===== src/rtl/g256_inv_iter.sv =====
// Iterative GF(2^8) inverter for the tower-field AES S-box, normal bases (Y^16,Y)/(Z^4,Z)/(W^2,W).
// Byte -> nibbles A,B; one GF(2^4) inversion plus three GF(2^4) products, one byte in flight.

module g16_mul (
  input  logic [3:0] x,
  input  logic [3:0] y,
  output logic [3:0] z
);
  function automatic logic [1:0] g4_mul(input logic [1:0] u, input logic [1:0] v);
    logic t;
    t = (u[1] ^ u[0]) & (v[1] ^ v[0]);
    return {(u[1] & v[1]) ^ t, (u[0] & v[0]) ^ t};
  endfunction

  logic [1:0] k, kn;
  assign k  = g4_mul(x[3:2] ^ x[1:0], y[3:2] ^ y[1:0]);
  assign kn = {k[0], k[1] ^ k[0]};  // scale by N = W^2
  assign z  = {g4_mul(x[3:2], y[3:2]) ^ kn, g4_mul(x[1:0], y[1:0]) ^ kn};
endmodule

module g16_sq_scl (
  input  logic [3:0] x,
  output logic [3:0] z
);
  // linear map: hi = (a^b)^2, lo = N^2 * b^2
  assign z = {x[2] ^ x[0], x[3] ^ x[1], x[0] ^ x[1], x[0]};
endmodule

module g16_inv (
  input  logic [3:0] x,
  output logic [3:0] z
);
  function automatic logic [1:0] g4_mul(input logic [1:0] u, input logic [1:0] v);
    logic t;
    t = (u[1] ^ u[0]) & (v[1] ^ v[0]);
    return {(u[1] & v[1]) ^ t, (u[0] & v[0]) ^ t};
  endfunction

  logic [1:0] a, b, c, cd, e;
  assign a  = x[3:2];
  assign b  = x[1:0];
  assign c  = {a[1] ^ b[1], a[0] ^ b[0] ^ a[1] ^ b[1]};  // N * (a^b)^2
  assign cd = c ^ g4_mul(a, b);
  assign e  = {cd[0], cd[1]};                           // GF(4) inverse is squaring
  assign z  = {g4_mul(e, b), g4_mul(e, a)};
endmodule

module g256_inv_iter #(
  parameter int SHARE_MUL = 1
) (
  input  logic       clk,
  input  logic       rst,
  input  logic       in_valid,
  output logic       in_ready,
  input  logic [7:0] in_data,
  output logic       out_valid,
  input  logic       out_ready,
  output logic [7:0] out_data,
  output logic       busy
);
  typedef enum logic [2:0] {IDLE, MUL_D, INV, MUL_HI, MUL_LO, DONE} state_t;

  state_t     state;
  logic [3:0] a_q, b_q, c_q, d_q, f_q;
  logic [3:0] c_w, d_w, f_w, hi_w, lo_w;

  g16_sq_scl u_sq (.x(a_q ^ b_q), .z(c_w));
  g16_inv    u_inv (.x(c_q ^ d_q), .z(f_w));

  if (SHARE_MUL != 0) begin : g_shared
    logic [3:0] mx, my, mz;
    // operands default to (A,B) so the multiplier input is defined every cycle
    always_comb begin
      mx = a_q;
      my = b_q;
      if (state == MUL_HI) begin
        mx = f_q;
        my = b_q;
      end else if (state == MUL_LO) begin
        mx = f_q;
        my = a_q;
      end
    end
    g16_mul u_mul (.x(mx), .y(my), .z(mz));
    assign d_w  = mz;
    assign hi_w = mz;
    assign lo_w = mz;
  end else begin : g_par
    g16_mul u_mul_d  (.x(a_q), .y(b_q), .z(d_w));
    g16_mul u_mul_hi (.x(f_q), .y(b_q), .z(hi_w));
    g16_mul u_mul_lo (.x(f_q), .y(a_q), .z(lo_w));
  end

  always_ff @(posedge clk) begin
    if (rst) begin
      state     <= IDLE;
      a_q       <= '0;
      b_q       <= '0;
      c_q       <= '0;
      d_q       <= '0;
      f_q       <= '0;
      out_data  <= '0;
      out_valid <= 1'b0;
      busy      <= 1'b0;
      in_ready  <= 1'b1;
    end else begin
      case (state)
        IDLE: if (in_valid) begin
          a_q      <= in_data[7:4];
          b_q      <= in_data[3:0];
          in_ready <= 1'b0;
          busy     <= 1'b1;
          state    <= MUL_D;
        end
        MUL_D: begin
          d_q   <= d_w;
          c_q   <= c_w;
          state <= INV;
        end
        INV: begin
          f_q   <= f_w;
          state <= MUL_HI;
        end
        MUL_HI: begin
          out_data[7:4] <= hi_w;
          if (SHARE_MUL != 0) begin
            state <= MUL_LO;
          end else begin
            out_data[3:0] <= lo_w;
            out_valid     <= 1'b1;
            state         <= DONE;
          end
        end
        MUL_LO: begin
          out_data[3:0] <= lo_w;
          out_valid     <= 1'b1;
          state         <= DONE;
        end
        DONE: if (out_ready) begin
          out_valid <= 1'b0;
          busy      <= 1'b0;
          in_ready  <= 1'b1;
          state     <= IDLE;
        end
        default: state <= IDLE;
      endcase
    end
  end
endmodule


===== config.mk =====
export PLATFORM = sky130hd
export DESIGN_NAME = g256_inv_iter
export DESIGN_NICKNAME = d
export VERILOG_FILES = /design/src/rtl/g256_inv_iter.sv
export SDC_FILE = /design/constraint.sdc
export NUM_CORES = 1
export LEC_CHECK = 0
export CORE_MARGIN = 4
export CORE_UTILIZATION = 35
export DETAILED_ROUTE_END_ITERATION = 10
export HOLD_SLACK_MARGIN = 0.06
export MAX_ROUTING_LAYER = met4
export PLACE_DENSITY = 0.51
export SETUP_SLACK_MARGIN = 0.3
export SLEW_MARGIN = 20
export SYNTH_ARGS = -nofsm -noshare
export SYNTH_HDL_FRONTEND = slang
export SYNTH_SLANG_ARGS = --single-unit

===== constraint.sdc =====
create_clock -name clk -period 3.1 [get_ports clk]
set_input_delay 0.31 -clock clk [delete_from_list [all_inputs] [get_ports clk]]
set_output_delay 0.31 -clock clk [all_outputs]
set_load 0.03 [all_outputs]

# Word level (Yosys, flattened, before mapping)
# Index checks and enable logic that the tools add are counted.
classes:
  mux: 14
  bitwise_logic: 54
  eq_ne: 7
  reduce_logical: 7
op_table:
  columns: ["op", "count"]
  rows:
  - ["1-bit XOR", 29]
  - ["1-bit bitwise AND", 18]
  - ["3-bit case mux with 6 select lines", 1]
  - ["4-bit 2-to-1 mux", 4]
  - ["2-bit XOR", 5]
  - ["4-bit XOR", 2]
  - ["3-bit by 2-bit == test with 1-bit output (second input constant)", 2]
  - ["3-bit == test (second input constant)", 2]
  - ["3-bit 2-to-1 mux", 2]
  - ["1-bit case mux with 2 select lines", 3]
  - ["2-bit AND reduction", 3]
  - ["1-bit 2-to-1 mux", 4]
  - ["2-bit != test (second input constant)", 2]
  - ["2-bit nonzero test", 2]
  - ["3-bit by 1-bit == test with 1-bit output (second input constant)", 1]
  - ["3-bit zero test", 1]
  - ["3-bit AND reduction", 1]
totals:
  ff_bits: 34

# Longest topological paths before layout
depth:
  ltp_word: 9
  depth_mapped: 10

# Hierarchy
# A second synthesis with hierarchy kept.
unflattened:
  cells_unflattened: 219
  hier_area_um2: 2090.8
by_module_without_submodules:
  columns: ["mod", "n_inst", "cells_per_inst", "area_each_um2", "seq_area_each_um2"]
  rows:
  - ["g256_inv_iter", 1, 146, 1456.4, 680.7]
  - ["g16_inv", 1, 38, 332.8, 0.0]
  - ["g16_mul", 1, 31, 267.8, 0.0]
  - ["g16_sq_scl", 1, 4, 33.8, 0.0]

# Least setup slack after synthesis
# Ideal clock, no wire load.
synth_path:
  path_type: "register to register"
  startpoint: "register d_q[0]"
  endpoint: "register f_q[2]"
  stages_incl_launch_ff: 9
  path_slack_ns: 0.559
  n_path_buf: 0
  setup_ns: 0.086
  required_time_ns: 3.014
  arrival_time_ns: 2.456
  cell_sequence: "dfxtp_1 xor2_1 ha_1 xnor2_1 xor2_1 or3_1 a31oi_1 a31oi_1 a211oi_1"
synth_between:
  elab_chain_len: 8
synth_rtl:
  columns: ["element", "line_no", "source"]
  rows:
  - ["start: declaration", "64", "logic [3:0] a_q, b_q, c_q, d_q, f_q;"]
  - ["start signal: assignment", "116", "d_q <= d_w;"]
  - ["4-bit XOR (*)", "68", "g16_inv u_inv (.x(c_q ^ d_q), .z(f_w));"]
  - ["1-bit XOR, on equally long branches", "42, 35", null]
  - ["1-bit XOR / 1-bit bitwise AND (equally long branches)", "42, 35", null]
  - ["1-bit XOR, on equally long branches", "42, 36", null]
  - ["2-bit XOR", "43", "assign cd = c ^ g4_mul(a, b);"]
  - ["1-bit XOR", "35", "t = (u[1] ^ u[0]) & (v[1] ^ v[0]);"]
  - ["1-bit bitwise AND", "35", null]
  - ["1-bit XOR (*)", "36", "return {(u[1] & v[1]) ^ t, (u[0] & v[0]) ^ t};"]
  - ["end signal: assignment", "121", "f_q <= f_w;"]
  - ["end: declaration", "64", null]
# Mark *: on every way between the ends. The rest lies on a longest branch, timed or not.
# A chain may end at the register's enable or synchronous reset.

# Worst setup path after layout
layout_path:
  startpoint: "register state[2]"
  endpoint: "register out_data[1]"
layout_between:
  elab_chain_len: 8
layout_rtl:
  columns: ["element", "line_no", "source"]
  rows:
  - ["start: declaration", "63", "state_t state;"]
  - ["start signal: assignment", "96", "state <= IDLE;"]
  - ["start signal: assignment", "113", "state <= MUL_D;"]
  - ["start signal: assignment", "118", "state <= INV;"]
  - ["3-bit == test", "79, 107", null]
  - ["4-bit 2-to-1 mux", "79", "end else if (state == MUL_LO) begin"]
  - ["4-bit 2-to-1 mux", "76", "if (state == MUL_HI) begin"]
  - ["2-bit XOR", "16", "assign k = g4_mul(x[3:2] ^ x[1:0], y[3:2] ^ y[1:0]);"]
  - ["1-bit XOR", "11", "t = (u[1] ^ u[0]) & (v[1] ^ v[0]);"]
  - ["1-bit bitwise AND", "11", null]
  - ["1-bit XOR", "12", "return {(u[1] & v[1]) ^ t, (u[0] & v[0]) ^ t};"]
  - ["2-bit XOR", "18", "assign z = {g4_mul(x[3:2], y[3:2]) ^ kn, g4_mul(x[1:0], y[1:0]) ^ kn};"]
  - ["end signal: assignment", "129", "out_data[3:0] <= lo_w;"]
  - ["end signal: assignment", "135", "out_data[3:0] <= lo_w;"]
  - ["end: declaration", "58", "output logic [7:0] out_data,"]
# Parallel ways exist; a longest one is shown, timed or not.

==> flow_results.xml <==
<?xml version="1.0" encoding="UTF-8"?>
<metrics>
  <group name="final_layout">
    <metric name="postLayoutCoreUtil" unit="%">42.8</metric>
    <metric name="fillCellCount" unit="">661</metric>
    <metric name="fin_cells" unit="">386</metric>
    <metric name="areaGrowthSynthToFinish" unit="%">18.5</metric>
    <metric name="layout-drive-gt1-share" unit="%">10.4</metric>
    <metric name="antenna_cells" unit="">0</metric>
    <metric name="final_net_count" unit="">322</metric>
  </group>
  <group name="power">
    <metric name="switching_share" unit="%">37.9</metric>
    <metric name="share_seq_of_total_power" unit="%">31.5</metric>
    <metric name="total_switching_power" unit="W">0.000655</metric>
    <metric name="clockPowerShare" unit="%">23.6</metric>
    <metric name="power.density_cell_area" unit="nW/um^2">633</metric>
    <metric name="peak_vdd_ir" unit="mV">0.258</metric>
    <metric name="power_report.internal_total" unit="W">0.00108</metric>
    <metric name="p_leak" unit="nW">0.937</metric>
    <metric name="combPwrFrac" unit="%">44.9</metric>
  </group>
  <group name="route">
    <metric name="drt_wl_total" unit="mm">5.50</metric>
    <metric name="detail_route.vias_per_cell" unit="">5.33</metric>
    <metric name="drc" unit="">0</metric>
    <metric name="drtPass1Iterations" unit="">4</metric>
    <metric name="route.vias.total" unit="">2059</metric>
    <metric name="final_antenna_net_count" unit="">0</metric>
    <metric name="wire_per_inst" unit="microns">14.2</metric>
    <metric name="initialDrtViolationCount" unit="">61</metric>
  </group>
  <group name="min_path">
    <metric name="hp-class" unit="">register to register</metric>
  </group>
  <group name="clocking">
    <metric name="cts.hold.buffers_added" unit="">0</metric>
    <metric name="cts-buffers-inserted" unit="">5</metric>
    <metric name="clk_pin_slew" unit="ns">0.07</metric>
    <metric name="clock_sinks" unit="">34</metric>
    <metric name="worstSkewPairLatency" unit="ns">0.29</metric>
    <metric name="clockBufferDepth" unit="">2</metric>
    <metric name="tritoncts" unit="">yes</metric>
    <metric name="cts_root_buf" unit="">clkbuf_8</metric>
    <metric name="clock_tree.htree_level_count" unit="">2</metric>
  </group>
  <group name="die">
    <metric name="placementRows" unit="">29</metric>
    <metric name="die_width" unit="microns">89.1</metric>
    <metric name="fp.dieArea" unit="sq um">7950</metric>
    <metric name="ios" unit="">23</metric>
    <metric name="core" unit="sq um">6390</metric>
    <metric name="start_util" unit="%">36.1</metric>
    <metric name="dieHeight" unit="microns">89.1</metric>
  </group>
  <group name="timing">
    <metric name="final_worst_path_period_share" unit="%">83.2</metric>
    <metric name="final_max_slew_violation_count" unit="">0</metric>
    <metric name="finalSetupViolCount" unit="">0</metric>
    <metric name="timing.slew.headroom" unit="%">59.2</metric>
    <metric name="fin_tns_setup" unit="ns">0</metric>
    <metric name="tightest_slew" unit="ns">0.610</metric>
    <metric name="fmaxAchievable" unit="GHz">0.388</metric>
    <metric name="clock_skew" unit="ns">0.00532</metric>
    <metric name="finalWorstPathRequiredPeriod" unit="ns">2.58</metric>
    <metric name="grt_setup_unrepaired" unit="">false</metric>
    <metric name="timing.final.hold_violations" unit="">0</metric>
  </group>
  <group name="critical_path">
    <metric name="setup.worst_path.start_class" unit="">register</metric>
    <metric name="critPathCaptureType" unit="">register</metric>
    <metric name="timing.critical_path.cells" unit="">buf_4 -&gt; and2b_1 -&gt; a22o_1 -&gt; o2bb2ai_4 -&gt; xnor2_1 -&gt; or4_1 -&gt; o211ai_2 -&gt; xnor2_1 -&gt; a211oi_1</metric>
    <metric name="critical_path.most_common_cell" unit="">xnor2_1</metric>
    <metric name="cp_slowest_cell" unit="">or4_1</metric>
    <metric name="critical_path_peak_fanout" unit="">12</metric>
    <metric name="cp_data_arrival_time" unit="ns">2.78</metric>
    <metric name="critical_path.max_stage_delay" unit="ns">0.54</metric>
    <metric name="crit_type" unit="">register to register</metric>
    <metric name="crit_required" unit="ns">3.31</metric>
  </group>
  <group name="yosys">
    <metric name="main_combinational_cell_family_by_area_after_synthesis" unit="">compound AO/OA/AOI/OAI gates</metric>
    <metric name="postSynthRegisterBits" unit="">34</metric>
    <metric name="synth_fp_nets" unit="">302</metric>
    <metric name="synth.mux.area_fraction" unit="%">2.61</metric>
    <metric name="synth_fa_ha_area_share" unit="%">1.09</metric>
    <metric name="synth_xor_area_share" unit="%">14.1</metric>
    <metric name="synth_compound_area_share" unit="%">23.8</metric>
    <metric name="post_synth.cell_area_avg" unit="sq um">8.00</metric>
    <metric name="synth-seq-area-share" unit="%">29.5</metric>
    <metric name="syn-instance-count" unit="">288</metric>
    <metric name="synth_area_in_simple_gates" unit="%">23.3</metric>
    <metric name="synthFlopType" unit="">dfxtp_1</metric>
    <metric name="synthesis.area" unit="sq um">2300</metric>
    <metric name="synth_cell_types" unit="">55</metric>
    <metric name="synth-edff-count" unit="">0</metric>
    <metric name="yosys_warnings" unit="">0</metric>
    <metric name="async_flop_share" unit="%">0</metric>
  </group>
  <group name="global_routing">
    <metric name="maximum_number_of_pins_on_one_net_before_global_route_repair" unit="">24</metric>
    <metric name="antenna_found_initial" unit="">0</metric>
    <metric name="groute.usage.overall" unit="%">15.6</metric>
    <metric name="grt_remaining_overflow" unit="">0</metric>
    <metric name="grt_pass1_vias" unit="">1951</metric>
    <metric name="global_route_wire_length_before_repair" unit="mm">9.38</metric>
  </group>
  <group name="run">
    <metric name="maxCapViolCount" unit="">0</metric>
  </group>
  <group name="place">
    <metric name="buffer_ports.inserted" unit="">22</metric>
    <metric name="dp_hpwl" unit="mm">4.14</metric>
    <metric name="routabilityCongestion" unit="">0.866</metric>
    <metric name="placedCellCount" unit="">378</metric>
  </group>
  <group name="status">
    <metric name="outcome" unit="">finished clean</metric>
  </group>
</metrics>
stage by stage:
step	setup slack, ns	cell area (sq um)	power (W)	hold slack [ns]
finish	0.522	2730	0.00173	0.497
global route	0.334	2730	0.00187	0.524
CTS	0.339	2710	0.00175	0.502
detailed placement	0.385	2590	0.00133	0.481
global placement	0.448	2590	0.00132	0.485
floorplan	0.559	2300	0.00116	0.409
worst max-delay path: cells and delay by family (launching register included):
family | cells | cell delay, ns
and+or+nand+nor | 2 | 0.76
AOI/OAI and AO/OA | 4 | 0.76
DFF | 1 | 0.41
xor gates and xnor gates | 2 | 0.36
buffers and inverters | 1 | 0.21
sequential cells by signal, summed over array words and instances, names as in the netlist:
| name | cells |
|---|---|
| c_q | 4 |
| state | 3 |
| in_ready | 1 |
| f_q | 4 |
| b_q | 4 |
| out_valid | 1 |
| out_data | 8 |
| busy | 1 |
| a_q | 4 |
| d_q | 4 |
routing by layer:
layer | vias to the layer above | routed length, microns | part of all wire (%) | global-route usage, %
met4 | 0 | 140 | 2.5 | 6.36
met2 | 50 | 2460 | 45 | 23.6
li1 | 1068 | - | - | -
met1 | 926 | 2700 | 49 | 20.4
met5 | - | 0 | 0 | -
met3 | 15 | 196 | 3.6 | 2.95
layout by cell type (no fill, tap or decap), types with 7 or more instances in the layout:
cell type	Yosys	layout
a211oi_1	18	18
a21oi_1	20	20
buf_4	2	11
clkdlybuf4s50_1	0	22
dfxtp_1	34	32
nand2_1	29	29
nand3_1	7	7
nor2_1	34	34
o21ai_0	8	7
xnor2_1	28	28
xor2_1	9	8
power by group through the flow:
stage / clock, W / combinational [W] / sequential (W)
3_3_place_gp: 0 / 0.000764 / 0.000553
4_1_cts: 0.000428 / 0.000778 / 0.000543
2_1_floorplan: 0 / 0.000621 / 0.000536
3_5_place_dp: 0 / 0.000774 / 0.000554
6_report: 0.000408 / 0.000777 / 0.000545
5_1_grt: 0.000449 / 0.000866 / 0.000554
worst paths after layout:
kind | slack (ns) | end | startpoint | depth (start not counted)
max | 0.52 | out_data[1]$_SDFFE_PP0N_ | state[2]$_SDFFE_PP0P_ | 9
min | 0.50 | out_data[6]$_SDFFE_PP0P_ | out_data[6]$_SDFFE_PP0P_ | 2
max reg2reg | 0.52 | out_data[1]$_SDFFE_PP0N_ | state[2]$_SDFFE_PP0P_ | 9
min reg2reg | 0.50 | out_data[6]$_SDFFE_PP0P_ | out_data[6]$_SDFFE_PP0P_ | 2
cells by family (layout without fill, tap and decap cells):
logic type,after synthesis,after routing
simple gates,108,108
compound gates,76,76
xor+xnor,37,37
flops,34,34
buf+inv,25,46
mux,6,6
fa+ha+maj,2,2
area by class of cell:
type | instances | area, sq um | share of cell area (%)
Clock buffer | 6 | 72.6 | 2.66
Clock inverter | 2 | 37.5 | 1.37
Inverter | 5 | 22.5 | 0.825
Multi-Input combinational cell | 229 | 1520 | 55.5
Sequential cell | 34 | 683 | 25.0
Tap cell | 77 | 96.3 | 3.53
Timing Repair Buffer | 33 | 303 | 11.1
Yosys cell counts, drive strengths merged, types with 4 or more instances:
| cell type | n | area share, % |
|---|---|---|
| nor2 | 35 | 6.0 |
| dfxtp | 34 | 30 |
| nand2 | 29 | 4.7 |
| xnor2 | 28 | 11 |
| a21oi | 20 | 4.3 |
| a211oi | 19 | 6.4 |
| clkbuf | 13 | 2.2 |
| o21ai | 9 | 2.4 |
| xor2 | 9 | 3.4 |
| buf | 7 | 2.6 |
| nand3 | 7 | 1.5 |
| nor3 | 7 | 1.7 |
| mux2i | 6 | 2.6 |
| nand2b | 5 | 1.4 |
| a31oi | 4 | 1.1 |
| inv | 4 | 0.65 |
| nor2b | 4 | 1.1 |
| nor3b | 4 | 1.5 |
| o211ai | 4 | 1.5 |
repair_timing:
action                                  in CTS  in global routing
gates resized for setup                      0                  7
hold endpoints to repair                     0                  0
endpoints found under the setup margin       0                 12
setup buffers                                0                  0
(Power assumes the default switching activity.)
